==> src/rtl/trng_vn_collect.sv <==
// trng_vn_collect: samples an asynchronous ring-oscillator bit, decimates it by DIV,
// applies von Neumann debiasing and collects N unbiased bits per request.
// Optional macro TRNG_RCT_EN adds a repetition-count health test on the raw samples.
// Latency is at least 2*N*DIV cycles from request acceptance to result.
// Backpressure: the result is held in S_DONE until res_ready, and requests are refused while busy.
module trng_vn_collect #(
  parameter int unsigned N         = 128,
  parameter int unsigned DIV       = 4,
  parameter int unsigned RCT_LIMIT = 32
) (
  input  logic         i_clk,
  input  logic         i_rst,
  input  logic         i_ent_bit,
  output logic [N-1:0] o_rnd_out,
  output logic         o_health_fail,
  input  logic         i_req_valid,
  output logic         o_req_ready,
  output logic         o_req_busy,
  output logic         o_res_valid,
  input  logic         i_res_ready
);

  localparam int unsigned CW = $clog2(N + 1);

  typedef enum logic [1:0] {
    S_IDLE    = 2'd0,
    S_COLLECT = 2'd1,
    S_DONE    = 2'd2
  } state_t;

  // Out-of-range parameters are rejected at elaboration rather than producing odd widths.
  generate
    if (N < 2 || N > 256 || DIV < 2 || DIV > 255 || RCT_LIMIT < 2 || RCT_LIMIT > 255) begin : g_bad_param
      $error("trng_vn_collect: parameter out of range");
    end
  endgenerate

  state_t         r_state;
  logic           r_sync1;
  logic           r_sync2;
  logic [7:0]     r_div_cnt;
  logic [CW-1:0]  r_bit_cnt;
  logic           r_pair_full;
  logic           r_pair_first;
  logic [N-2:0]   r_word;

  logic           w_raw;
  logic           w_strobe;
  logic           w_emit;
  logic           w_last;
  logic [N-1:0]   w_next_word;

`ifdef TRNG_RCT_EN
  logic [7:0]     r_rct_cnt;
  logic           r_rct_prev;
  logic           r_health_fail;
  logic [7:0]     w_rct_next;
  logic           w_rct_trip;
`endif

  // Two-flop synchroniser for the asynchronous entropy input; free-running, never reset.
  always_ff @(posedge i_clk) begin
    r_sync1 <= i_ent_bit;
    r_sync2 <= r_sync1;
  end

  assign w_raw       = r_sync2;
  assign w_strobe    = (r_state == S_COLLECT) && (r_div_cnt == 8'(DIV - 1));
  // A completed pair emits only when its two bits differ; the emitted bit is the first one.
  assign w_emit      = r_pair_full && (r_pair_first != w_raw);
  assign w_next_word = {r_word, r_pair_first};
  assign w_last      = (r_bit_cnt == CW'(N - 1));

`ifdef TRNG_RCT_EN
  // Run length of identical raw samples, restarting at 1 on the first sample of a request.
  always_comb begin
    w_rct_next = 8'd1;
    if (r_rct_cnt != 8'd0 && w_raw == r_rct_prev) begin
      w_rct_next = r_rct_cnt + 8'd1;
    end
  end

  assign w_rct_trip    = (w_rct_next == 8'(RCT_LIMIT));
  assign o_health_fail = r_health_fail;
`else
  assign o_health_fail = 1'b0;
`endif

  // Control FSM: handshake, decimation, pairing, word assembly and result hand-off.
  always_ff @(posedge i_clk) begin
    if (i_rst) begin
      r_state      <= S_IDLE;
      o_req_ready  <= 1'b1;
      o_req_busy   <= 1'b0;
      o_res_valid  <= 1'b0;
      o_rnd_out    <= '0;
      r_div_cnt    <= 8'd0;
      r_bit_cnt    <= '0;
      r_pair_full  <= 1'b0;
      r_pair_first <= 1'b0;
      r_word       <= '0;
`ifdef TRNG_RCT_EN
      r_rct_cnt     <= 8'd0;
      r_rct_prev    <= 1'b0;
      r_health_fail <= 1'b0;
`endif
    end else begin
      case (r_state)
        S_IDLE: begin
          if (i_req_valid && o_req_ready) begin
            r_state     <= S_COLLECT;
            o_req_ready <= 1'b0;
            o_req_busy  <= 1'b1;
            r_div_cnt   <= 8'd0;
            r_bit_cnt   <= '0;
            r_pair_full <= 1'b0;
            r_word      <= '0;
`ifdef TRNG_RCT_EN
            r_rct_cnt     <= 8'd0;
            r_health_fail <= 1'b0;
`endif
          end
        end

        S_COLLECT: begin
          if (w_strobe) begin
            r_div_cnt <= 8'd0;
`ifdef TRNG_RCT_EN
            r_rct_cnt  <= w_rct_next;
            r_rct_prev <= w_raw;
            // A stuck source takes priority over any bit completing on the same strobe.
            if (w_rct_trip) begin
              o_rnd_out     <= '0;
              r_health_fail <= 1'b1;
              o_res_valid   <= 1'b1;
              o_req_busy    <= 1'b0;
              r_state       <= S_DONE;
            end else
`endif
            begin
              if (!r_pair_full) begin
                r_pair_first <= w_raw;
                r_pair_full  <= 1'b1;
              end else begin
                r_pair_full <= 1'b0;
                if (w_emit) begin
                  r_word    <= w_next_word[N-2:0];
                  r_bit_cnt <= r_bit_cnt + CW'(1);
                  if (w_last) begin
                    o_rnd_out   <= w_next_word;
                    o_res_valid <= 1'b1;
                    o_req_busy  <= 1'b0;
                    r_state     <= S_DONE;
                  end
                end
              end
            end
          end else begin
            r_div_cnt <= r_div_cnt + 8'd1;
          end
        end

        S_DONE: begin
          if (i_res_ready) begin
            o_res_valid <= 1'b0;
            o_req_ready <= 1'b1;
            r_state     <= S_IDLE;
          end
        end

        default: begin
          r_state <= S_IDLE;
        end
      endcase
    end
  end

endmodule

==> config.mk <==
export PLATFORM = sky130hd
export DESIGN_NAME = trng_vn_collect
export DESIGN_NICKNAME = d
export VERILOG_FILES = /design/src/rtl/trng_vn_collect.sv
export SDC_FILE = /design/constraint.sdc
export NUM_CORES = 1
export LEC_CHECK = 0
export BUFFER_PORTS_ARGS = -buffer_cell sky130_fd_sc_hd__buf_2
export CORE_ASPECT_RATIO = 1.75
export CORE_UTILIZATION = 58
export CTS_BUF_LIST = sky130_fd_sc_hd__clkbuf_4 sky130_fd_sc_hd__clkbuf_8 sky130_fd_sc_hd__clkbuf_16
export CTS_CLUSTER_DIAMETER = 120
export DETAILED_ROUTE_END_ITERATION = 6
export PLACE_DENSITY_LB_ADDON = 0.05
export SYNTH_ARGS = -nofsm -noshare
export SYNTH_HDL_FRONTEND = slang
export SYNTH_SLANG_ARGS = --single-unit
==> constraint.sdc <==
create_clock -name i_clk -period 2.3 [get_ports i_clk]
set_clock_uncertainty 0.05 [all_clocks]
set_input_delay 0.46 -clock i_clk [delete_from_list [all_inputs] [get_ports i_clk]]
set_output_delay 0.46 -clock i_clk [all_outputs]
set_load 0.01 [all_outputs]
# [Yosys cells after proc, flatten, opt, wreduce, memory -nomap -nowiden]
# Cells that the tools add are included.
[op_classes] n_eq_ne=11 n_bitwise=1 n_mux=37 add_sub_neg=2 n_reduce_logical=16
[op_table] cell="127-bit 2-to-1 mux" count=4
[op_table] cell="127-bit one-hot mux with 2 select lines" count=1
[op_table] cell="8-bit 2-to-1 mux" count=5
[op_table] cell="8-bit one-hot mux with 2 select lines" count=2
[op_table] cell="6-bit AND reduction" count=3
[op_table] cell="8-bit by 1-bit adder with 8-bit output, second input constant" count=2
[op_table] cell="1-bit 2-to-1 mux" count=14
[op_table] cell="2-bit 2-to-1 mux" count=6
[op_table] cell="2-bit inequality test, second input constant" count=6
[op_table] cell="5-bit AND reduction" count=2
[op_table] cell="3-bit AND reduction" count=3
[op_table] cell="8-bit by 2-bit equality test with 1-bit output, second input constant" count=1
[op_table] cell="8-bit by 7-bit equality test with 1-bit output, second input constant" count=1
[op_table] cell="1-bit one-hot mux with 2 select lines" count=4
[op_table] cell="2-bit one-hot mux with 3 select lines" count=1
[op_table] cell="2-bit nonzero test" count=3
[op_table] cell="1-bit logical AND" count=3
[op_table] cell="2-bit by 1-bit equality test with 1-bit output, second input constant" count=1
[op_table] cell="2-bit equality test, second input constant" count=1
[op_table] cell="2-bit logical NOT" count=1
[op_table] cell="2-bit AND reduction" count=1
[op_table] cell="1-bit inequality test" count=1
[op_table] cell="1-bit NOT" count=1
[word_totals] in_bits=5 ff_bits=280 out_inout_bits=132 wordCells=79

# [Longest topological paths before layout]
# Gate-level depths: netlist (run 1).
[logic_depth] ltp_word=6 ltp_mapped=8 ltp_nobuf=5

# [Least setup slack after synthesis (run 1)]
# No wires, ideal clock.
[synth_path] path_type="reg-to-reg" from="register r_div_cnt[2]" to="register o_rnd_out[35]" setup_time_ps=72 stages_incl_launch_ff=8 period_less_slack_ps=2130 path_slack_ps=170 arrival_time_ps=2009 n_path_buf=3 t_required_ps=2178 path_cell_list="dfxtp_1 -> or4_4 -> nor4b_4 -> and3_1 -> buf_4 -> buf_6 -> buf_6 -> mux2i_1"
[synth_between] elab_chain_len=3
[synth_rtl] item="start, declared" line="41" text="logic [7:0] r_div_cnt;"
[synth_rtl] item="start signal, assigned" line="159" text="r_div_cnt <= r_div_cnt + 8'd1;"
[synth_rtl] item="8-bit by 2-bit equality test with 1-bit output" line="68" text="assign w_strobe = (r_state == S_COLLECT) && (r_div_cnt == 8'(DIV - 1));"
[synth_rtl] item="1-bit logical AND" line="68"
[synth_rtl] item="5-bit AND reduction (no source line)"
[synth_rtl] item="end signal, assigned" line="150" text="o_rnd_out <= w_next_word;"
[synth_rtl] item="end, declared" line="14" text="output logic [N-1:0] o_rnd_out,"
# Every way passes these cells.
# A chain may end at the register's enable or synchronous reset.

# [Worst setup path after layout (run 1)]
[layout_path] from="register r_div_cnt[2]" to="register r_word[95]"
[layout_between] elab_chain_len=4
[layout_rtl] item="8-bit by 2-bit equality test with 1-bit output" line="68"
[layout_rtl] item="1-bit logical AND" line="68"
[layout_rtl] item="2-bit inequality test (no source line)"
[layout_rtl] item="5-bit AND reduction (no source line)"
[layout_rtl] item="end signal, assigned" line="147" text="r_word <= w_next_word[N-2:0];"
[layout_rtl] item="end, declared" line="45" text="logic [N-2:0] r_word;"
# Every way passes these cells.

==> results of run 1 <==
==> worst paths after layout <==
check | end | slack [ps] | depth (start not counted)
max | r_word[95] | 180 | 6
min | r_state[1] | 200 | 4
max reg2reg | r_word[95] | 180 | 6
min reg2reg | r_sync2 | 310 | 0
==> cell usage in the layout, fill, tap and decap left out, types with 2 or more instances in the layout <==
cell type  count
bufinv_16      3
a21oi_1        9
nor3_1         4
a22o_1         3
nand2b_1       3
nor4b_1        3
and3_1         2
and2_1         3
dfxtp_1      280
nand2_1      267
clkbuf_8       7
ha_1           2
clkinv_2       4
nor3b_1        2
mux2i_1      257
nand3_1      137
o311ai_0       3
o21ai_0        6
xnor2_1        2
nand3b_1       3
a31oi_1        5
buf_4         24
inv_1          4
o31ai_1        4
buf_2        135
buf_12        19
nor2_1        10
a31o_2         2
clkbuf_16     25
==> layer usage <==
layer | GRT usage | up-vias | wire [um]
met2 | 0.405 | 136 | 10900
met1 | 0.265 | 3775 | 9420
met4 | 0.0617 | 0 | 349
met3 | 0.0372 | 27 | 876
met5 | 0 | - | 0
li1 | - | 4089 | -
==> worst register-to-register path: stages, from the launching register on <==
cell and delay [ps]:
dfxtp_1 310, or4_4 550, o31a_1 340, nor2_4 160, buf_12 190, buf_12 190, mux2i_1 240
==> sequential cells by signal, summed over array words and instances, names as in the netlist <==
name / flops
o_rnd_out: 128
r_word: 127
r_bit_cnt: 8
r_div_cnt: 8
r_state: 2
o_req_busy: 1
o_req_ready: 1
o_res_valid: 1
r_pair_first: 1
r_pair_full: 1
r_sync1: 1
r_sync2: 1
==> stage by stage <==
| stage | cells | area (um^2) | hold slack (ps) |
|---|---|---|---|
| after floorplan | 1126 | 10900 | 260 |
| after global placement | 1452 | 12100 | 294 |
| after detailed placement | 1452 | 12100 | 302 |
| after CTS | 1494 | 12900 | 187 |
| after global routing | 1494 | 12900 | 206 |
| final | 1494 | 12900 | 204 |
==> power by group <==
| group | leakage, nW | switching [mW] | internal [mW] | total (mW) |
|---|---|---|---|---|
| clock network | 0.421 | 1.76 | 2.54 | 4.30 |
| registers | 2.26 | 0.0110 | 4.86 | 4.87 |
| logic | 2.59 | 0.443 | 0.296 | 0.739 |
| total | 5.27 | 2.22 | 7.69 | 9.91 |
==> cell families after synthesis <==
family	Yosys count	share of synthesized area
compound gates	42	0.0261
xor+xnor	3	0.00240
fa+ha+maj	2	0.00229
buf+inv	95	0.0416
flops	280	0.512
mux	257	0.235
other cells	1	0.000343
simple gates	446	0.180
==> area by class of cell <==
| cell class | count | area, um^2 |
|---|---|---|
| fill | 1493 | 5560 |
| clock buffer | 32 | 722 |
| clock inverter | 9 | 126 |
| timing repair buffer | 179 | 1250 |
| tap | 238 | 298 |
| inverter | 5 | 26.3 |
| multi-input combinational | 751 | 4910 |
| sequential | 280 | 5610 |
==> timing repair <==
action                                 4_1_cts  5_1_grt
resized for setup                            0        0
hold buffers                                 1        0
endpoints found under the hold margin        1        0
setup endpoints to repair                    0        0
==> reports/qor.csv, run 1 <==
stage;metric;value;unit
yosys;Synth area leaders;dfxtp_1 (51%), mux2i_1 (24%), nand2_1 (9.2%);
global_route;GRT Total Usage;0.222;
global_route;antenna violations before repair;0;
die;Die Ht;184;um
setup_path;Worst Setup SP;r_div_cnt[2];
setup_path;slowest CP cell;or4_4;
sta;Fmax achieved;472;MHz
clock_network;htree depth;1;
global_route;largest net degree at the start of global routing;80;
clock_network;CTS root buf;clkbuf_16;
power;VDD IR-drop max;0.607;mV
sta;Max transition margin;0.587;
setup_path;cell breakdown of the critical path;or4_4 > o31a_1 > nor2_4 > buf_12 > buf_12 > mux2i_1;
yosys;synth cell count leaders;dfxtp_1 (280), nand2_1 (267), mux2i_1 (257);
placement;dpl ws;217;ps
die;# rows;66;
yosys;Yosys warning count;0;
clock_network;number of post-CTS setup repair buffers;0;
sta;max-slew violation count;0;
yosys;number of flops mapped to enable cells by yosys;0;
setup_path;crit start category;flip-flop;
clock_network;clk sinks;280;
routing;first drt pass iteration count;4;
die;I/O Pins;137;
setup_path;launching point of the worst reg2reg path;r_div_cnt[2];
setup_path;crit path DAT;2500;ps
power;PwrDens;766;nW/um^2
yosys;top-area cell type share of the netlist area;0.512;
setup_path;Worst EP required;2680;ps
yosys;area leader, netlist;dfxtp_1;
power;Power Total;9.91;mW
finish;share of cells above drive strength 1;0.182;
routing;post-route ant nets;0;
global_route;grt ovf;0;
clock_network;Clock Latency Late Sink;510;ps
sta;Tmin final;2120;ps
global_route;vias in the first global route;7677;
finish;Final #Nets;1249;
routing;via count;8027;
yosys;Syn Area/Cell;9.72;um^2
die;Die ar.;19400;um^2
yosys;Post-Syn Nets;1133;
clock_network;TritonCTS Buffers;25;
yosys;most numerous cell in the Yosys netlist;dfxtp_1;
finish;Area Growth Syn to Fin;18.2;%
routing;Starting DRT DRC Count;340;
clock_network;Worst-path clk slew;70;ps
sta;setup TNS;0;ps
clock_network;Max Buffers Root-to-Sink;3;
yosys;Mapped Area;10900;um^2
sta;period utilization;0.920;
die;core area;18500;um^2
run_status;status;finished clean;
routing;vias per cell;5.37;
sta;final setup margin;183;ps
job;Max Cap Violations;0;
setup_path;CP Max Fanout;17;
setup_path;Crit path max-delay family;simple AND/OR/NAND/NOR gates;
sta;Slew @ Worst Pin;619;ps
yosys;Post-synth top flop;dfxtp_1;
placement;post-DP HPWL;13900;um
setup_path;kind of critical path;flip-flop to flip-flop;
yosys;Cells after Synth;1126;
placement;# port buffers;135;
yosys;ys async rst share;0;
yosys;FF+latch count, synth;280;
routing;Routed WL;21600;um
hold_path;Hold WC Path Type;input pin to flip-flop;
finish;ANT cells;0;
sta;endpoints failing hold;0;
yosys;Seq/Total Area, Yosys;0.512;
setup_path;cell mode on critical path;buf_12;
setup_path;slowest cell delay on critical path;550;ps
routing;Routed wire per std cell;14.5;um
die;Chip Width;106;um
yosys;Distinct cells, synth;49;
sta;Setup Viol. Count Final;0;
finish;Finished Core Util;0.699;
hold_path;Worst Hold Launch;i_res_ready;
global_route;first-pass GRT wire length;36000;um
routing;# DRC;0;
setup_path;Setup crit end kind;flip-flop;
setup_path;Worst Path Buf+Inv;2;
die;Initial Util;0.591;
power;static leakage;5.27;nW
placement;GP Congestion;0.776;
clock_network;CTS tree;done;
sta;RSZ-0062 raised after global routing;no;
Note: power is estimated with default switching activity, not from simulation.
==> run 2, diff against run 1 <==
CORE_ASPECT_RATIO = unset   (was 1.75)
==> run 2 against run 1 <==
Net effect: clock power rose by 10%; register-to-register slack got worse by 70 ps; via count is 1.1% higher; non-clock buffer count shrank 2; critical path depth is the same; largest cell class unchanged.
==> reports/qor.csv, run 2 (synthesis results as in run 1) <==
stage;metric;value;unit;change
routing;post-route ant nets;0;;unchanged
clock_network;CTS tree;done;;unchanged
run_status;status;finished clean;;unchanged
finish;share of cells above drive strength 1;0.188;;was 0.182
sta;Fmax achieved;456;MHz;was 472 MHz
sta;final setup margin;109;ps;was 183 ps
sta;max-slew violation count;0;;unchanged
sta;Slew @ Worst Pin;686;ps;was 619 ps
finish;Area Growth Syn to Fin;19.2;%;was 18.2%
global_route;first-pass GRT wire length;36900;um;was 36,000 um
die;Die Ht;139;um;was 184 um
setup_path;kind of critical path;flip-flop to flip-flop;;unchanged
routing;first drt pass iteration count;5;;was 4
clock_network;number of post-CTS setup repair buffers;0;;unchanged
global_route;met2 usage;0.369;;was 0.405
power;VDD IR-drop max;0.573;mV;was 0.607 mV
die;core area;18200;um^2;was 18,500 um^2
sta;Tmin final;2190;ps;was 2120 ps
placement;Placed Cells;1441;;was 1,452
setup_path;Critical Path End;r_word[85];;was r_word[95]
finish;most common cell after layout, fill and taps aside;dfxtp_1;;unchanged
power;Pint;8.02;mW;was 7.69 mW
global_route;busiest grt layer;met2;;unchanged
global_route;GRT Total Usage;0.224;;was 0.222
sta;Hold WS;192;ps;was 204 ps
finish;Final #Nets;1250;;was 1,249
setup_path;Worst Setup SP;r_div_cnt[2];;unchanged
finish;max reg flops;128;;unchanged
global_route;met1 Resource Use GR;0.305;;was 0.265
placement;dpl ws;135;ps;was 217 ps
clock_network;Max Buffers Root-to-Sink;3;;unchanged
finish;commonest non-fill, non-tap cells in the layout;dfxtp_1 (280), nand2_1 (267), mux2i_1 (257);;unchanged
finish;final instance area;13000;um^2;was 12,900 um^2
placement;# port buffers;135;;unchanged
global_route;vias in the first global route;7697;;was 7,677
global_route;grt ovf;0;;unchanged
sta;setup TNS;0;ps;unchanged
finish;ANT cells;0;;unchanged
clock_network;CTS root buf;clkbuf_16;;unchanged
power;Switching Fraction;0.226;;was 0.224
routing;vias per cell;5.43;;was 5.37
clock_network;hold buffers post-CTS;1;;unchanged
setup_path;R2R setup slack;110;ps;was 180 ps
sta;period utilization;0.953;;was 0.920
power;Power Total;10.4;mW;was 9.91 mW
hold_path;Worst Hold Launch;i_res_ready;;unchanged
clock_network;Clock Latency Late Sink;530;ps;was 510 ps
routing;Routed wire per std cell;14.5;um;about the same
finish;top flop regs;o_rnd_out: 128 flops, r_word: 127 flops;;unchanged
sta;Setup Viol. Count Final;0;;unchanged
routing;via count;8117;;was 8,027
power;PwrDens;794;nW/um^2;was 766 nW/um^2
die;# rows;49;;was 66
sta;RSZ-0062 raised after global routing;no;;unchanged
die;Die ar.;19400;um^2;about the same
global_route;M3 GR Usage;0.0292;;was 0.0372
finish;Non-Filler Instances;1494;;unchanged
clock_network;htree depth;1;;unchanged
clock_network;Worst-path clk slew;60;ps;was 70 ps
global_route;antenna violations before repair;0;;unchanged
setup_path;Setup crit end kind;flip-flop;;unchanged
setup_path;RR Endpoint;r_word[85];;was r_word[95]
routing;# DRC;0;;unchanged
routing;Routed WL;21700;um;was 21,600 um
power;clock power share;0.457;;was 0.434
die;Chip Width;139;um;was 106 um
finish;Fill cells;1409;;was 1,493
power;Net Switching;2.34;mW;was 2.22 mW
sta;endpoints failing hold;0;;unchanged
power;Seq pwr share;0.470;;was 0.491
clock_network;clk sinks;280;;unchanged
hold_path;Hold WC Path Type;input pin to flip-flop;;unchanged
finish;largest reg by FF count;o_rnd_out;;unchanged
setup_path;crit path DAT;2590;ps;was 2500 ps
sta;Max transition margin;0.543;;was 0.587
placement;GP Congestion;0.779;;was 0.776
placement;post-DP HPWL;13500;um;was 13,900 um
placement;placed inst area;12100;um^2;about the same
routing;Starting DRT DRC Count;422;;was 340
setup_path;Reg2Reg Depth;6;;unchanged
setup_path;launching point of the worst reg2reg path;r_div_cnt[2];;unchanged
clock_network;CTS resizes;0;;unchanged
setup_path;crit start category;flip-flop;;unchanged
power;Comb pwr share;0.073;;was 0.075
die;I/O Pins;137;;unchanged
setup_path;Worst EP required;2700;ps;was 2680 ps
global_route;largest net degree at the start of global routing;75;;was 80
job;Max Cap Violations;0;;unchanged
die;Initial Util;0.601;;was 0.591
setup_path;CP Max Fanout;23;;was 17
clock_network;TritonCTS Buffers;28;;was 25
finish;Finished Core Util;0.716;;was 0.699
power;static leakage;5.32;nW;was 5.27 nW
==> run 2: how the worst min path moves through the flow <==
stage / endpoint / cells after the start
6_report: o_req_ready / 3
5_1_grt: r_state[1] / 4
4_1_cts: o_req_ready / 3
3_5_place_dp: r_sync2 / 0
3_3_place_gp: r_sync2 / 0
2_1_floorplan: r_sync2 / 0
==> run 2: layout make-up <==
type	count	area (um^2)	area share
clock buffers	37	823	0.0631
multi-input cells	751	4910	0.376
flip-flops and latches	280	5610	0.430
well taps	229	287	0.0220
clock inverters	15	160	0.0123
inverters	5	26.3	0.00201
repair buffers	177	1230	0.0944
==> run 2: power by group through the flow <==
| stage | sequential, mW | combinational, mW | clock [mW] |
|---|---|---|---|
| floorplan | 4.98 | 0.526 | 0 |
| global placement | 4.98 | 0.750 | 0 |
| detailed placement | 4.98 | 0.751 | 0 |
| CTS | 4.87 | 0.756 | 4.83 |
| global route | 4.87 | 0.804 | 5.01 |
| finish | 4.87 | 0.753 | 4.74 |
==> run 2: critical path, stage by stage, from the launching register on <==
cell and delay (ps):
dfxtp_1 310, or4_4 560, o31a_1 410, nor2_4 190, buf_12 140, buf_12 190, mux2i_1 240
==> run 2: metal layers <==
metal	wire [um]	share of wire	up-vias
met1	10400	0.48	3840
met4	475	0.022	0
met2	10000	0.46	151
met5	0	0	-
li1	-	-	4094
met3	820	0.038	32
